<file path="src/rtl/hamming_pkg.sv">
// Shared Hamming helpers for the stream decoder and its companion encoder.
// DED_W is 1 when the SEC-DED overall parity bit is enabled with HAMMING_DED_EN.
package hamming_pkg;
`ifdef HAMMING_DED_EN
    localparam int DED_W = 1;
`else
    localparam int DED_W = 0;
`endif

    // Smallest p with 2^p >= data_w + p + 1; descending scan keeps the smallest hit
    function automatic int calc_par_w(input int data_w);
        int p;
        p = 7;
        for (int k = 7; k >= 1; k--)
            if ((1 << k) >= data_w + k + 1) p = k;
        return p;
    endfunction

    function automatic int calc_cw_w(input int data_w);
        return data_w + calc_par_w(data_w) + DED_W;
    endfunction

    function automatic bit is_pow2(input int pos);
        return (pos > 0) && ((pos & (pos - 1)) == 0);
    endfunction

    // 1-based Hamming position of data bit idx (parity positions skipped)
    function automatic int data_pos(input int idx);
        int cnt;
        int pos;
        cnt = 0;
        pos = 0;
        for (int q = 1; q < 64; q++) begin
            if (!is_pow2(q)) begin
                if (cnt == idx && pos == 0) pos = q;
                cnt++;
            end
        end
        return pos;
    endfunction
endpackage

</file>
<file path="src/rtl/hamming_stream_decoder_if.sv">
// Codeword-in / result-out valid-ready bundle plus the error counter controls.
// master drives codewords, out_ready and cnt_clr; slave is the decoder.
interface hamming_stream_decoder_if #(
    parameter int DATA_W = 7,
    parameter int CNT_W  = 16
);
    import hamming_pkg::*;
    localparam int PAR_W = calc_par_w(DATA_W);
    localparam int CW_W  = calc_cw_w(DATA_W);

    logic              in_valid;
    logic              in_ready;
    logic [CW_W-1:0]   in_cw;
    logic              out_valid;
    logic              out_ready;
    logic [DATA_W-1:0] out_data;
    logic [PAR_W-1:0]  out_syndrome;
    logic              out_corrected;
    logic              out_uncorrectable;
    logic              cnt_clr;
    logic [CNT_W-1:0]  corr_cnt;
    logic [CNT_W-1:0]  uncorr_cnt;

    modport master (
        output in_valid, in_cw, out_ready, cnt_clr,
        input  in_ready, out_valid, out_data, out_syndrome,
               out_corrected, out_uncorrectable, corr_cnt, uncorr_cnt
    );

    modport slave (
        input  in_valid, in_cw, out_ready, cnt_clr,
        output in_ready, out_valid, out_data, out_syndrome,
               out_corrected, out_uncorrectable, corr_cnt, uncorr_cnt
    );
endinterface

</file>
<file path="src/rtl/hamming_syndrome.sv">
// Combinational Hamming syndrome: XOR of the positions of all set bits.
module hamming_syndrome
    import hamming_pkg::*;
#(
    parameter  int DATA_W = 7,
    localparam int PAR_W  = calc_par_w(DATA_W),
    localparam int HAM_W  = DATA_W + PAR_W
) (
    input  logic [HAM_W-1:0] i_cw,
    output logic [PAR_W-1:0] o_syndrome
);
    always_comb begin
        o_syndrome = '0;
        for (int i = 0; i < HAM_W; i++)
            if (i_cw[i]) o_syndrome = o_syndrome ^ PAR_W'(i + 1);
    end
endmodule

</file>
<file path="src/rtl/hamming_stream_decoder.sv">
// Two-stage Hamming SEC decoder (SEC-DED with HAMMING_DED_EN) with saturating error counters.
// Latency 2 cycles; one global enable stalls both stages when the output is held, bubbles kept.
module hamming_stream_decoder
    import hamming_pkg::*;
#(
    parameter int DATA_W = 7,
    parameter int CNT_W  = 16
) (
    input logic clk,
    input logic rst,
    hamming_stream_decoder_if.slave bus
);
    localparam int PAR_W = calc_par_w(DATA_W);
    localparam int HAM_W = DATA_W + PAR_W;
    localparam int CW_W  = calc_cw_w(DATA_W);
    localparam logic [PAR_W-1:0] MAX_POS = PAR_W'(HAM_W);

    logic              w_en;
    logic              w_hs;
    logic [PAR_W-1:0]  w_syndrome;
    logic              w_in_range;
    logic              w_fix;
    logic              w_uncorr;
    logic [HAM_W-1:0]  w_flip;
    logic [HAM_W-1:0]  w_fixed;
    logic [DATA_W-1:0] w_data;
    logic              w_unused;

    logic              r_s1_vld;
    logic [CW_W-1:0]   r_s1_cw;
    logic [PAR_W-1:0]  r_s1_syn;
    logic              r_out_vld;
    logic [DATA_W-1:0] r_out_data;
    logic [PAR_W-1:0]  r_out_syn;
    logic              r_corr;
    logic              r_uncorr;
    logic [CNT_W-1:0]  r_corr_cnt;
    logic [CNT_W-1:0]  r_uncorr_cnt;

    assign w_en         = !r_out_vld || bus.out_ready;
    assign w_hs         = r_out_vld && bus.out_ready;
    assign bus.in_ready = w_en;

    hamming_syndrome #(.DATA_W(DATA_W)) u_syndrome (
        .i_cw       (bus.in_cw[HAM_W-1:0]),
        .o_syndrome (w_syndrome)
    );

    assign w_in_range = (r_s1_syn != '0) && (r_s1_syn <= MAX_POS);

`ifdef HAMMING_DED_EN
    logic w_par_err;
    assign w_par_err = ^r_s1_cw;

    // Zero syndrome with odd parity means only the overall parity bit flipped
    always_comb begin
        w_fix    = 1'b0;
        w_uncorr = 1'b0;
        if (r_s1_syn == '0)              w_fix    = w_par_err;
        else if (w_par_err && w_in_range) w_fix    = 1'b1;
        else                              w_uncorr = 1'b1;
    end
`else
    always_comb begin
        w_fix    = 1'b0;
        w_uncorr = 1'b0;
        if (r_s1_syn != '0) begin
            if (w_in_range) w_fix    = 1'b1;
            else            w_uncorr = 1'b1;
        end
    end
`endif

    always_comb begin
        w_flip = '0;
        for (int i = 0; i < HAM_W; i++)
            w_flip[i] = w_fix && (r_s1_syn == PAR_W'(i + 1));
    end

    assign w_fixed = r_s1_cw[HAM_W-1:0] ^ w_flip;

    for (genvar j = 0; j < DATA_W; j++) begin : g_data
        assign w_data[j] = w_fixed[data_pos(j) - 1];
    end

    // Parity positions carry no data once the syndrome has been taken
    assign w_unused = ^w_fixed;

    always_ff @(posedge clk) begin
        if (rst) begin
            r_s1_vld   <= 1'b0;
            r_s1_cw    <= '0;
            r_s1_syn   <= '0;
            r_out_vld  <= 1'b0;
            r_out_data <= '0;
            r_out_syn  <= '0;
            r_corr     <= 1'b0;
            r_uncorr   <= 1'b0;
        end else if (w_en) begin
            r_s1_vld  <= bus.in_valid;
            r_out_vld <= r_s1_vld;
            if (bus.in_valid) begin
                r_s1_cw  <= bus.in_cw;
                r_s1_syn <= w_syndrome;
            end
            if (r_s1_vld) begin
                r_out_data <= w_data;
                r_out_syn  <= r_s1_syn;
                r_corr     <= w_fix;
                r_uncorr   <= w_uncorr;
            end
        end
    end

    always_ff @(posedge clk) begin
        if (rst || bus.cnt_clr) begin
            r_corr_cnt   <= '0;
            r_uncorr_cnt <= '0;
        end else begin
            if (w_hs && r_corr && !(&r_corr_cnt))
                r_corr_cnt <= r_corr_cnt + CNT_W'(1);
            if (w_hs && r_uncorr && !(&r_uncorr_cnt))
                r_uncorr_cnt <= r_uncorr_cnt + CNT_W'(1);
        end
    end

    assign bus.out_valid         = r_out_vld;
    assign bus.out_data          = r_out_data;
    assign bus.out_syndrome      = r_out_syn;
    assign bus.out_corrected     = r_corr;
    assign bus.out_uncorrectable = r_uncorr;
    assign bus.corr_cnt          = r_corr_cnt;
    assign bus.uncorr_cnt        = r_uncorr_cnt;
endmodule

</file>
<file path="src/flat_wrapper.sv">
// flat-port wrapper written by rule: the top's interface ports become plain ports
module hamming_stream_decoder_flat import hamming_pkg::*;
#(
    parameter int DATA_W = 7,
    parameter int CNT_W  = 16
)
  (clk, rst, bus_in_valid, bus_in_cw, bus_out_ready, bus_cnt_clr, bus_in_ready, bus_out_valid, bus_out_data, bus_out_syndrome, bus_out_corrected, bus_out_uncorrectable, bus_corr_cnt, bus_uncorr_cnt);
  hamming_stream_decoder_if #(.DATA_W(DATA_W), .CNT_W(CNT_W)) bus_i ();
  input logic clk;
  input logic rst;
  input wire logic [$bits(bus_i.in_valid)-1:0] bus_in_valid;
  input wire logic [$bits(bus_i.in_cw)-1:0] bus_in_cw;
  input wire logic [$bits(bus_i.out_ready)-1:0] bus_out_ready;
  input wire logic [$bits(bus_i.cnt_clr)-1:0] bus_cnt_clr;
  output wire logic [$bits(bus_i.in_ready)-1:0] bus_in_ready;
  output wire logic [$bits(bus_i.out_valid)-1:0] bus_out_valid;
  output wire logic [$bits(bus_i.out_data)-1:0] bus_out_data;
  output wire logic [$bits(bus_i.out_syndrome)-1:0] bus_out_syndrome;
  output wire logic [$bits(bus_i.out_corrected)-1:0] bus_out_corrected;
  output wire logic [$bits(bus_i.out_uncorrectable)-1:0] bus_out_uncorrectable;
  output wire logic [$bits(bus_i.corr_cnt)-1:0] bus_corr_cnt;
  output wire logic [$bits(bus_i.uncorr_cnt)-1:0] bus_uncorr_cnt;
  assign bus_i.in_valid = bus_in_valid;
  assign bus_i.in_cw = bus_in_cw;
  assign bus_i.out_ready = bus_out_ready;
  assign bus_i.cnt_clr = bus_cnt_clr;
  assign bus_in_ready = bus_i.in_ready;
  assign bus_out_valid = bus_i.out_valid;
  assign bus_out_data = bus_i.out_data;
  assign bus_out_syndrome = bus_i.out_syndrome;
  assign bus_out_corrected = bus_i.out_corrected;
  assign bus_out_uncorrectable = bus_i.out_uncorrectable;
  assign bus_corr_cnt = bus_i.corr_cnt;
  assign bus_uncorr_cnt = bus_i.uncorr_cnt;
  hamming_stream_decoder #(.DATA_W(DATA_W), .CNT_W(CNT_W)) u_core (.clk(clk), .rst(rst), .bus(bus_i));
endmodule
</file>
<file path="config.mk">
export PLATFORM = sky130hd
export DESIGN_NAME = hamming_stream_decoder_flat
export DESIGN_NICKNAME = d
export VERILOG_FILES = /design/src/rtl/hamming_pkg.sv /design/src/rtl/hamming_stream_decoder_if.sv /design/src/rtl/hamming_syndrome.sv /design/src/rtl/hamming_stream_decoder.sv /design/src/flat_wrapper.sv
export SDC_FILE = /design/constraint.sdc
export NUM_CORES = 1
export LEC_CHECK = 0
export ABC_AREA = 1
export CORE_UTILIZATION = 45
export DETAILED_ROUTE_END_ITERATION = 12
export MAX_ROUTING_LAYER = met4
export PLACE_DENSITY = 0.69
export SLEW_MARGIN = 5
export SYNTH_ARGS = -nofsm -noshare
export SYNTH_HDL_FRONTEND = slang
export SYNTH_SLANG_ARGS = --single-unit
</file>
<file path="constraint.sdc">
create_clock -name clk -period 2.3 [get_ports clk]
set_input_delay 0.23 -clock clk [delete_from_list [all_inputs] [get_ports clk]]
set_output_delay 0.23 -clock clk [all_outputs]
set_load 0.03 [all_outputs]
</file>
# Word-level counts from Yosys, hierarchy flattened

Index checks and enable logic that the tools add are counted.

Add/subtract/negate cells: 2
$lt $le $gt $ge: 1
Equal/unequal tests: 11
Mux-type cells: 15
Bitwise gates (word level): 11
Reduce and logical (&&, ||, !) cells: 27

Operators with widths:

| cell                                                  | number |
|---|---|
| adder 16 x 1 -> 16 bit, second input constant         | 2 |
| AND reduction 16 bit                                  | 2 |
| logical AND 1 bit                                     | 17 |
| == test 4 x 3 -> 1 bit, second input constant         | 4 |
| == test 4 bit, second input constant                  | 4 |
| 2-to-1 mux 4 bit                                      | 4 |
| 2-to-1 mux 3 bit                                      | 4 |
| XOR 11 bit                                            | 1 |
| NOT 2 bit                                             | 5 |
| == test 4 x 2 -> 1 bit, second input constant         | 2 |
| NOT 3 bit                                             | 2 |
| 2-to-1 mux 1 bit                                      | 5 |
| == test 4 x 1 -> 1 bit, second input constant         | 1 |
| less-or-equal comparator 4 bit, second input constant | 1 |
| 2-to-1 mux 2 bit                                      | 2 |
| AND reduction 2 bit                                   | 2 |
| nonzero test 4 bit                                    | 1 |
| logical NOT 1 bit                                     | 3 |
| NOT 1 bit, first input constant                       | 3 |
| logical OR 1 bit                                      | 2 |

Bits in registers: 62
Logic and storage cells: 77

# Logic depth before layout (Yosys ltp)

Depth after elaboration: 18
Depth in mapped cells: 9

# Cells and area by module

A second synthesis with hierarchy kept.

Cells, all modules: 501
Area, all modules: 3263.1 sq um

By module, submodules not included:

| module                 | instances | cells an instance | area an instance (sq um) | sequential area each (sq um) |
|---|---|---|---|---|
| hamming_stream_decoder | 1         | 443               | 3012.9                   | 1161.1 |
| hamming_syndrome       | 1         | 58                | 250.2                    | 0.0 |

# Worst setup path before layout

No wires, ideal clock.

Path kind: register to register
From: reg u_core.r_corr_cnt[0] (netlist: u_core.bus.corr_cnt[0])
To: reg u_core.r_corr_cnt[6] (netlist: u_core.bus.corr_cnt[6])
Setup time: 138 ps
Arrival: 1688 ps
Data required time: 2162 ps
Slack: 474 ps
Stages on the path, launching flop included: 10
Buffers on the path: 1
Clock period less this slack: 1826 ps
Cell sequence: dfxtp_1 -> ha_1 -> inv_2 -> nor2_4 -> nand2_2 -> o21ai_4 -> inv_2 -> buf_6 -> nand2_1 -> a21oi_2

Cells in the longest elaborated chain, start to end: 3
Elaborated cells on any way between the ends: 4

RTL lines:

| what                                                                           | line                          | source |
|---|---|---|
| from (decl)                                                                    | hamming_stream_decoder.sv:37  | `logic [CNT_W-1:0] r_corr_cnt;` |
| from (signal assigned)                                                         | hamming_stream_decoder.sv:121 | `r_corr_cnt <= r_corr_cnt + CNT_W'(1);` |
| parallel branches: the longest is 3 deep, another holds adder 16 x 1 -> 16 bit | --                            |  |

Several ways; the timed one is not identified.
A chain may end at the register's enable or synchronous reset.

# Worst setup path after layout

From: in bus_out_ready
To: out bus_in_ready

Cells in the longest elaborated chain, start to end: 1

RTL lines:

| what             | line                         | source |
|---|---|---|
| from (decl)      | flat_wrapper.sv:13           | `input wire logic [$bits(bus_i.out_ready)-1:0] bus_out_ready;` |
| logical OR 1 bit | hamming_stream_decoder.sv:40 | `assign w_en = !r_out_vld \|\| bus.out_ready;` |
| to (decl)        | flat_wrapper.sv:15           | `output wire logic [$bits(bus_i.in_ready)-1:0] bus_in_ready;` |

Every way passes these cells.

==> summary.md <==
| Metric | Value |
|---|---|
| Outcome | completed |
| Synth warn | 0 |
| Critical-path cell list | clkdlybuf4s50_1 > inv_1 > nand2_1 > clkdlybuf4s50_1 |
| Die height | 86.1 um |
| Final hold violation count | 0 |
| Final TNS setup | 0 ns |
| Critical path fanouts, max | 4 |
| FF+latch count, synth | 58 |
| H-Tree Depth | 3 |
| Final Cycle Share | 83.8% |
| Peak supply drop | 0.285 mV |
| Area leader, netlist | dfxtp_1 |
| Slew @ Worst Pin | between 0.7 and 0.8 ns |
| CTS sink cnt | 58 |
| Tot Pwr | 2.29 mW |
| Final non-filler cell total | 634 |
| Arr. time, crit path | 1.70 ns |
| Worst Min Path Start | u_core.r_s1_cw[8] |
| Drt pass-1 iters | 4 |
| Pre-CTS WS | 0.391 ns |
| Syn Area/Cell | 6.80 um2 |
| Syn nets | 486 |
| FF-to-FF End | u_core.bus.corr_cnt[7] |
| Setup bufs post-CTS | 0 |
| R2R cell count | 8 |
| DRC | 0 |
| Synth top area share | 36.5% |
| Layout cells sized above 1 | 7.99% |
| Clk slew on worst S/H paths | ~0.060 ns |
| Wirelength per Cell | 11.8 um |
| Setup slack after layout | 0.372 ns |
| Final wirelength | roughly 7500 um |
| Hold-fix buffers at CTS | 0 |
| Critical Path RT | 2.07 ns |
| Slowest CP cell | clkdlybuf4s50_1 |
| Startpoint Class | input port |
| Final worst path period need | 1.93 ns |
| Lkg Pwr | 1.50 nW |
| Reg2reg setup slack | 0.43 ns |
| First-pass GRT wire length | roughly 12,000 um |
| Setup violations, final | 0 |
| Total gr overflow | 0 |
| Total track usage | 21.9% |
| Fill count | 648 |
| Seq/Total Area, Yosys | 36.5% |
| CP Capture Type | output port |
| DRT antenna net count | 0 |
| Placed instance area | 3880 um2 |
| Placed Cells incl. Taps | 618 |
| RePlAce Congestion | 0.897 |
| Ant diodes | 0 |
| Commonest non-fill, non-tap cells in the layout | 131 x nand2_1, 62 x clkdlybuf4s50_1, 61 x nor2_1, 58 x dfxtp_1, 43 x inv_1 |
| Nets@finish | 551 |
| Die area | ~7400 um2 |
| CTS root buf | clkbuf_8 |
| Unique cell type count in the Yosys netlist | 22 |
| Dpl hpwl | 5400 um |
| Synth Instances | 468 |
| Commonest non-fill, non-tap cell in the layout | nand2_1 |
| Number of antenna violations at the first check in global routing | 0 |
| Largest cells by area after synthesis | dfxtp_1 36%, nand2_1 15%, nor2_1 7.2% |
| MaxCap Viol Count | 0 |
| Starting Density | between 40% and 50% |
| Vias | 3,082 |
| RSZ-0062 raised after global routing | false |
| Worst Path Class, Setup | input port to output port |
| Final instance area | 4080 um2 |
| Max_slew headroom | between 50% and 60% |
| CTS resizes | 0 |
| Hold Path Sink | u_core.r_s1_cw[8] |
| Vias per inst | 4.86 |
| Max-slew violations | 0 |
| Max stage delay on crit path | 0.70 ns |
| Vias in the first global route | 2,781 |
| Mapped cell area | 3180 um2 |
| Worst r2r src | u_core.bus.corr_cnt[0] |
| Inserted Clock Buffers | 9 |
| Layout area overhead | 28.2% |
| Fmax | 519 MHz |
| Cell Pwr Density | 562 nW/um2 |
| Min-Delay Path Depth | 2 |
| Worst-Skew Late Latency | between 0.3 and 0.4 ns |
| Num rows | 30 |
| Maximum clock path buffer count | 2 |
| Port Buf Inserts | 62 |
| Core area | between 6000 and 7000 um2 |
| Largest net degree at the start of global routing | 32 |
| DR iter-0 viols | about 130 |
| Skew final | about 0.0045 ns |
| Io pins | 63 |
| Die width | roughly 86 um |
| Hold Path Class | flip-flop to flip-flop |
| CP dominant cell by count | clkdlybuf4s50_1 |
| CTS tree | built |
cell usage after synthesis (all sizes together):
cell type	instances
clkbuf	6
xor2	11
nand3	38
buf	8
nor2	64
o21ai	15
a21oi	41
dfxtp	58
xnor2	25
nand4	8
ha	2
nand2	139
a211oi	8
inv	45
logic make-up after synthesis:
kind of cell    synth area share [%]
compound gates                  12.2
flops                           36.5
fa+ha+maj                      0.786
simple gates                    32.5
buf+inv                         8.06
xor+xnor                        9.91
how the worst max path moves through the flow:
| stage | from | to | slack (ns) | cells after the start |
|---|---|---|---|---|
| 3_5_place_dp | bus_out_ready | bus_in_ready | 0.39 | 4 |
| 2_1_floorplan | u_core.bus.corr_cnt[0] | u_core.bus.corr_cnt[6] | 0.47 | 9 |
| 4_1_cts | bus_out_ready | bus_in_ready | 0.39 | 4 |
| 5_1_grt | u_core.bus.uncorr_cnt[13] | u_core.bus.uncorr_cnt[14] | 0.24 | 5 |
| 6_report | bus_out_ready | bus_in_ready | 0.37 | 4 |
| 3_3_place_gp | bus_out_ready | bus_in_ready | 0.44 | 4 |
registers in the layout, summed over array words and instances (netlist names):
register and cells:
u_core.bus.corr_cnt 16, u_core.bus.uncorr_cnt 16, u_core.bus.out_data 7, u_core.r_s1_cw 7
u_core.bus.out_syndrome 4, u_core.r_s1_syn 4, u_core.bus.out_corrected 1, u_core.bus.out_uncorrectable 1
u_core.bus.out_valid 1, u_core.r_s1_vld 1
power breakdown:
| part | switching, mW | internal, mW |
|---|---|---|
| clock | 0.389 | 0.559 |
| combinational | 0.161 | 0.117 |
| sequential | 0.0263 | 1.04 |
routing by layer:
| layer | vias up | routed length, um | track usage (%) |
|---|---|---|---|
| met2 | 75 | 3370 | 32.8 |
| met3 | 10 | 395 | 5.00 |
| met1 | 1373 | 3600 | 28.0 |
| li1 | 1624 | - | - |
| met4 | 0 | 108 | 10.2 |
| met5 | - | 0 | - |
critical path: cells and delay by family:
family        cells  cell delay, ns
simple gates      1            0.16
buf+inv           3            1.31
cell type report:
cell class / instances / area (um2) / share of cell area, %
Clock buffer: 14 / 163 / 3.99
Clock inverter: 2 / 35.0 / 0.859
Inverter: 45 / 169 / 4.14
Multi-Input combinational cell: 351 / 1760 / 43.3
Sequential cell: 58 / 1160 / 28.5
Tap cell: 96 / 120 / 2.95
Timing Repair Buffer: 68 / 666 / 16.3
metrics by stage:
step	hold WS, ns	util, %
floorplan	0.374	-
global placement	0.471	57.1
detailed placement	0.471	57.1
CTS	0.481	60.0
global route	0.500	60.0
finish	0.478	60.0
Power figures use the tool's default switching activity.
